==> config.mk <==
export PLATFORM = sky130hd
export DESIGN_NAME = register_bank
export DESIGN_NICKNAME = d
export VERILOG_FILES = /design/src/rtl/nic8_pkg.sv /design/src/rtl/out_fifo.sv /design/src/rtl/register_bank.sv
export SDC_FILE = /design/constraint.sdc
export NUM_CORES = 1
export LEC_CHECK = 0
export CELL_PAD_IN_SITES_DETAIL_PLACEMENT = 0
export CELL_PAD_IN_SITES_GLOBAL_PLACEMENT = 1
export CORE_ASPECT_RATIO = 1.4
export CORE_UTILIZATION = 40
export DETAILED_ROUTE_END_ITERATION = 7
export PLACE_DENSITY_LB_ADDON = 0.1
export SLEW_MARGIN = 20
export SYNTH_ARGS = -nofsm -noshare
export SYNTH_HDL_FRONTEND = slang
export SYNTH_SLANG_ARGS = --single-unit
==> constraint.sdc <==
create_clock -name clk -period 3 [get_ports clk]
set_input_delay 0.75 -clock clk [delete_from_list [all_inputs] [get_ports clk]]
set_output_delay 0.75 -clock clk [all_outputs]
set_load 0.02 [all_outputs]
==> src/rtl/nic8_pkg.sv <==
//------------------------------------------------------------------------------
// nic8_pkg : shared defaults, register indices and decoder control fields
// Rev 1.0
//------------------------------------------------------------------------------
`default_nettype none

package nic8_pkg;

   localparam int DEF_WIDTH     = 8;
   localparam int DEF_NREGS     = 4;
   localparam int DEF_OUT_DEPTH = 2;

   localparam int REG_A = 0;
   localparam int REG_B = 1;
   localparam int REG_X = 2;
   localparam int REG_Q = 3;

   // Control bits produced by the instruction decoder for one cycle
   typedef struct packed {
      logic load_ir;
      logic pc_inc;
      logic pc_load;
      logic jump_cond;
      logic wr_en;
      logic flag_we;
      logic out_we;
   } ctrl_t;

endpackage

`default_nettype wire

==> src/rtl/out_fifo.sv <==
//------------------------------------------------------------------------------
// out_fifo : circular ready/valid output buffer with sticky overflow flag
// Rev 1.0
//------------------------------------------------------------------------------
`default_nettype none

module out_fifo #(
   parameter int WIDTH = 8,
   parameter int DEPTH = 2
) (
   input  logic             clk,
   input  logic             reset,
   input  logic             push_req,
   input  logic [WIDTH-1:0] push_data,
   input  logic             ready,
   output logic [WIDTH-1:0] data,
   output logic             valid,
   output logic             full,
   output logic             overflow
);

   localparam int AW = $clog2(DEPTH);
   localparam int CW = AW + 1;
   localparam logic [CW-1:0] c_DEPTH = CW'(DEPTH);

   logic [WIDTH-1:0] r_mem [DEPTH];
   logic [AW-1:0]    r_rd_ptr;
   logic [AW-1:0]    r_wr_ptr;
   logic [CW-1:0]    r_count;
   logic             r_overflow;

   logic w_valid;
   logic w_full;
   logic w_pop;
   logic w_push;

   assign w_valid = (r_count != '0);
   assign w_full  = (r_count == c_DEPTH);
   assign w_pop   = w_valid && ready;
   // A full buffer still accepts a push when the head leaves in the same cycle
   assign w_push  = push_req && (!w_full || w_pop);

   always_ff @(posedge clk) begin
      if (reset) begin
         r_rd_ptr   <= '0;
         r_wr_ptr   <= '0;
         r_count    <= '0;
         r_overflow <= 1'b0;
      end else begin
         if (w_push) r_wr_ptr <= r_wr_ptr + AW'(1);
         if (w_pop)  r_rd_ptr <= r_rd_ptr + AW'(1);
         case ({w_push, w_pop})
            2'b10:   r_count <= r_count + CW'(1);
            2'b01:   r_count <= r_count - CW'(1);
            default: r_count <= r_count;
         endcase
         if (push_req && w_full && !w_pop) r_overflow <= 1'b1;
      end
   end

   always_ff @(posedge clk) begin
      if (!reset && w_push) r_mem[r_wr_ptr] <= push_data;
   end

   assign data     = r_mem[r_rd_ptr];
   assign valid    = w_valid;
   assign full     = w_full;
   assign overflow = r_overflow;

endmodule

`default_nettype wire

==> src/rtl/register_bank.sv <==
//------------------------------------------------------------------------------
// register_bank : IR, PC, general registers, flags and buffered output channel
// Rev 1.0
//------------------------------------------------------------------------------
`default_nettype none

module register_bank
   import nic8_pkg::*;
#(
   parameter  int WIDTH     = DEF_WIDTH,
   parameter  int NREGS     = DEF_NREGS,
   parameter  int OUT_DEPTH = DEF_OUT_DEPTH,
   localparam int SELW      = $clog2(NREGS)
) (
   input  logic             clk,
   input  logic             reset,
   input  logic             load_ir,
   input  logic [WIDTH-1:0] ir_in,
   input  logic             pc_inc,
   input  logic             pc_load,
   input  logic             jump_cond,
   input  logic [WIDTH-1:0] pc_target,
   input  logic             wr_en,
   input  logic [SELW-1:0]  wr_sel,
   input  logic [WIDTH-1:0] wr_data,
   input  logic [SELW-1:0]  rd_sel_a,
   input  logic [SELW-1:0]  rd_sel_b,
   input  logic             flag_we,
   input  logic             carry_in,
   input  logic [WIDTH-1:0] alu_result,
   input  logic             out_we,
   input  logic             out_ready,
   output logic [WIDTH-1:0] ir,
   output logic [WIDTH-1:0] pc,
   output logic [WIDTH-1:0] rd_a,
   output logic [WIDTH-1:0] rd_b,
   output logic             flag_carry,
   output logic             flag_zero,
   output logic [WIDTH-1:0] out_data,
   output logic             out_valid,
   output logic             out_full,
   output logic             out_overflow
);

   logic [WIDTH-1:0] r_ir;
   logic [WIDTH-1:0] r_pc;
   logic [WIDTH-1:0] r_regs [NREGS];
   logic             r_carry;
   logic             r_zero;

   logic [WIDTH-1:0] w_rd_a;
   logic [WIDTH-1:0] w_rd_b;

   // IR falls back to zero (NOP) on every cycle without a load
   always_ff @(posedge clk) begin
      if (reset) begin
         r_ir    <= '0;
         r_pc    <= '0;
         r_carry <= 1'b0;
         r_zero  <= 1'b0;
      end else begin
         r_ir <= load_ir ? ir_in : '0;
         if (pc_load && jump_cond) r_pc <= pc_target;
         else if (pc_inc)          r_pc <= r_pc + WIDTH'(1);
         if (flag_we) begin
            r_carry <= carry_in;
            r_zero  <= (alu_result == '0);
         end
      end
   end

   always_ff @(posedge clk) begin
      if (reset) begin
         for (int i = 0; i < NREGS; i++) r_regs[i] <= '0;
      end else if (wr_en && (int'(wr_sel) < NREGS)) begin
         r_regs[wr_sel] <= wr_data;
      end
   end

   // Reads see registered state only; a same-cycle write appears next cycle
   always_comb begin
      w_rd_a = '0;
      w_rd_b = '0;
      if (int'(rd_sel_a) < NREGS) w_rd_a = r_regs[rd_sel_a];
      if (int'(rd_sel_b) < NREGS) w_rd_b = r_regs[rd_sel_b];
   end

   out_fifo #(
      .WIDTH (WIDTH),
      .DEPTH (OUT_DEPTH)
   ) u_out_fifo (
      .clk       (clk),
      .reset     (reset),
      .push_req  (out_we),
      .push_data (wr_data),
      .ready     (out_ready),
      .data      (out_data),
      .valid     (out_valid),
      .full      (out_full),
      .overflow  (out_overflow)
   );

   assign ir         = r_ir;
   assign pc         = r_pc;
   assign rd_a       = w_rd_a;
   assign rd_b       = w_rd_b;
   assign flag_carry = r_carry;
   assign flag_zero  = r_zero;

endmodule

`default_nettype wire

==> impl_metrics.json <==
{
  "skew_ns": 0.00450,
  "setup_viol": 0,
  "synth_fp_nets": 273,
  "viasPerCell": 4.83,
  "grt_pass1_wl_mm": 9.50,
  "ant_nets": 0,
  "routed-via-count": 2077,
  "tightest_slew_ns": 1.11,
  "crit_path_start_kind": "primary input",
  "fin_crit_ns": 2.97,
  "synthArstFlopShare": 0,
  "worstHoldStart": "u_out_fifo.overflow",
  "die_w_microns": 77.2,
  "totalWireLength_mm": 6.15,
  "crit_fanout": 8,
  "synthToLayoutAreaGrowth_pct": 40.1,
  "insertion_delay_ns": 0.34,
  "clock-sinks": 72,
  "synth_seq_cells": 72,
  "period_share": 0.991,
  "grt_max_degree": 17,
  "crit_arrival_ns": 2.22,
  "ctsHoldBuffers": 0,
  "post-place-cells": 414,
  "p_leak_nw": 1.57,
  "slew_viol_final": 0,
  "postLayoutCoreUtil": 0.576,
  "rsz0062_at_grt": "no",
  "worst_hold_slack_ns": 0.476,
  "grt.overflow.total": 0,
  "track_usage": 0.157,
  "ys_seq_area_frac": 0.607,
  "dieArea_sq_um": 8280,
  "synth_cells": 222,
  "start_util": 0.411,
  "relSlewSlack": 0.255,
  "yosysUniqueCellTypes": 35,
  "finalHoldViolations": 0,
  "ir_worst_vdd_mv": 0.370,
  "h-tree-depth": 3,
  "min_path_type": "reg2reg",
  "clockBufferDepth": 2,
  "cts_setup_buffers": 0,
  "avgSynthCellArea_sq_um": 14.3,
  "io_buffers": 93,
  "antenna_found_initial": 0,
  "coreArea_sq_um": 7700,
  "drive_gt1_frac": 0.164,
  "numCtsBuffers": 9,
  "drtIter0Drc": 122,
  "drtPass1Iterations": 4,
  "drc_errors": 0,
  "rows": 38,
  "crit_type": "in2out",
  "cts_tree": "built",
  "tns_ns": 0,
  "final-instance-count-excl-fill": 430,
  "netlist_area_sq_um": 3170,
  "io_pins": 94,
  "place_hpwl_mm": 4.74,
  "regToRegStartpoint": "u_out_fifo.r_count[0]",
  "wire_per_inst_microns": 14.3,
  "yosys_warnings": 0,
  "finalPower_mw": 2.42,
  "path_clk_slew_ns": 0.07,
  "crit_path_end_kind": "output port",
  "fmax_mhz": 336,
  "cp-startpoint": "rd_sel_a[0]",
  "status": "completed",
  "cp_data_required_time_ns": 2.25,
  "powerDensity_nw_per_um2": 546,
  "ys.flop_type": "edfxtp_1",
  "synth_edf_count": 48,
  "num_antenna_cells": 0,
  "cts_root_buffer": "clkbuf_8",
  "nNetsFinal": 376,
  "grt_pass1_vias": 1974,
  "place.gp.congestion": 0.709,
  "die_h_microns": 107,
  "drv_cap": 0
}
-- report_power, final --
group          internal [mW]  switching [mW]  total, mW
clock                  0.299           0.321      0.620
sequential              1.15          0.0668       1.21
combinational          0.330           0.261      0.591
-- worst paths after layout --
kind              slack, ns                      to  cells past startpoint
hold reg to reg        0.48     u_out_fifo.overflow                      2
setup / recovery       0.03                 rd_a[1]                      4
hold / removal         0.48     u_out_fifo.overflow                      2
setup reg to reg       0.98  u_out_fifo.r_mem[0][7]                      3
-- flip-flops by register name (all words and copies together) (netlist names), named ones only --
| register | count |
|---|---|
| flag_zero | 1 |
| flag_carry | 1 |
| u_out_fifo.overflow | 1 |
| u_out_fifo.r_rd_ptr | 1 |
| u_out_fifo.r_count | 2 |
| r_regs | 32 |
| ir | 8 |
| u_out_fifo.r_mem | 16 |
| pc | 8 |
| u_out_fifo.r_wr_ptr | 1 |
-- cell families after synthesis --
family          after synthesis  synth area share
compound gates               20            0.0419
xor+xnor                      7            0.0194
fa+ha+maj                     2           0.00790
buf+inv                      10            0.0138
flops                        72             0.607
mux                          26             0.149
simple gates                 85             0.162
-- cells in the final DEF (no fill, tap or decap), types with 3 or more instances in the layout --
master | Yosys | routed
a211oi_1 | 5 | 5
a21oi_1 | 4 | 4
a311oi_1 | 3 | 3
and2_1 | 40 | 40
buf_12 | 0 | 4
buf_4 | 1 | 4
clkbuf_1 | 4 | 5
clkbuf_8 | 0 | 9
clkdlybuf4s15_1 | 0 | 12
clkdlybuf4s50_1 | 0 | 77
dfxtp_1 | 24 | 24
edfxtp_1 | 48 | 48
mux2_2 | 8 | 8
mux4_2 | 16 | 16
nand2_1 | 3 | 3
nand2b_1 | 3 | 3
nand3_1 | 3 | 3
nand4_1 | 3 | 3
nor2_1 | 13 | 13
nor2b_1 | 3 | 3
nor3b_2 | 2 | 3
o21ai_0 | 5 | 5
or2_2 | 3 | 3
or3_1 | 5 | 5
xnor2_1 | 3 | 3
xor2_1 | 4 | 4
-- cell type report --
type	count	area, sq um
multi-input cells	140	1210
inverters	1	3.75
clock inverters	2	10.0
flip-flops and latches	72	1920
repair buffers	101	1030
clock buffers	14	143
well taps	100	125
fillers	661	3260
-- what timing repair did --
item / in CTS / in global routing
hold endpoints to repair: 0 / 0
endpoints found under the setup margin: 16 / 14
pin swaps: 0 / 0
gates resized for setup: 17 / 15
-- critical path, stage by stage --
cell	delay, ns
clkdlybuf4s50_1	0.51
buf_12	0.15
mux4_2	0.48
dlygate4sd2_1	0.33
-- through the flow --
step / setup slack [ns] / area, sq um
finish: 0.0282 / 4440
floorplan: 0.672 / 3170
CTS: 0.00690 / 4430
detailed placement: -0.208 / 4300
global placement: -0.197 / 4290
global route: 0.00168 / 4440
-- Yosys cell counts (all sizes together) (3+ instances only) --
cell | count | area (sq um)
nand2b | 3 | 18.8
and2 | 40 | 250
a311oi | 3 | 26.3
nor2b | 3 | 18.8
a21oi | 4 | 20.0
nor2 | 13 | 48.8
a211oi | 5 | 37.5
nand3 | 3 | 15.0
o21ai | 5 | 25.0
xor2 | 4 | 35.0
or2 | 3 | 18.8
nor3b | 4 | 40.0
nand4 | 4 | 31.3
or3 | 5 | 31.3
clkbuf | 4 | 15.0
mux2 | 8 | 90.1
buf | 5 | 25.0
edfxtp | 48 | 1440
xnor2 | 3 | 26.3
mux4 | 16 | 360
nand2 | 3 | 11.3
dfxtp | 24 | 480
-- per-layer routing --
layer | vias up | GRT usage | wire [microns]
met4 | 0 | 0.105 | 167
met3 | 13 | 0.0364 | 288
met2 | 60 | 0.296 | 3470
met1 | 966 | 0.148 | 2220
li1 | 1038 | - | -
met5 | - | 0 | 0
No activity file was read; power rests on OpenSTA's default activity.
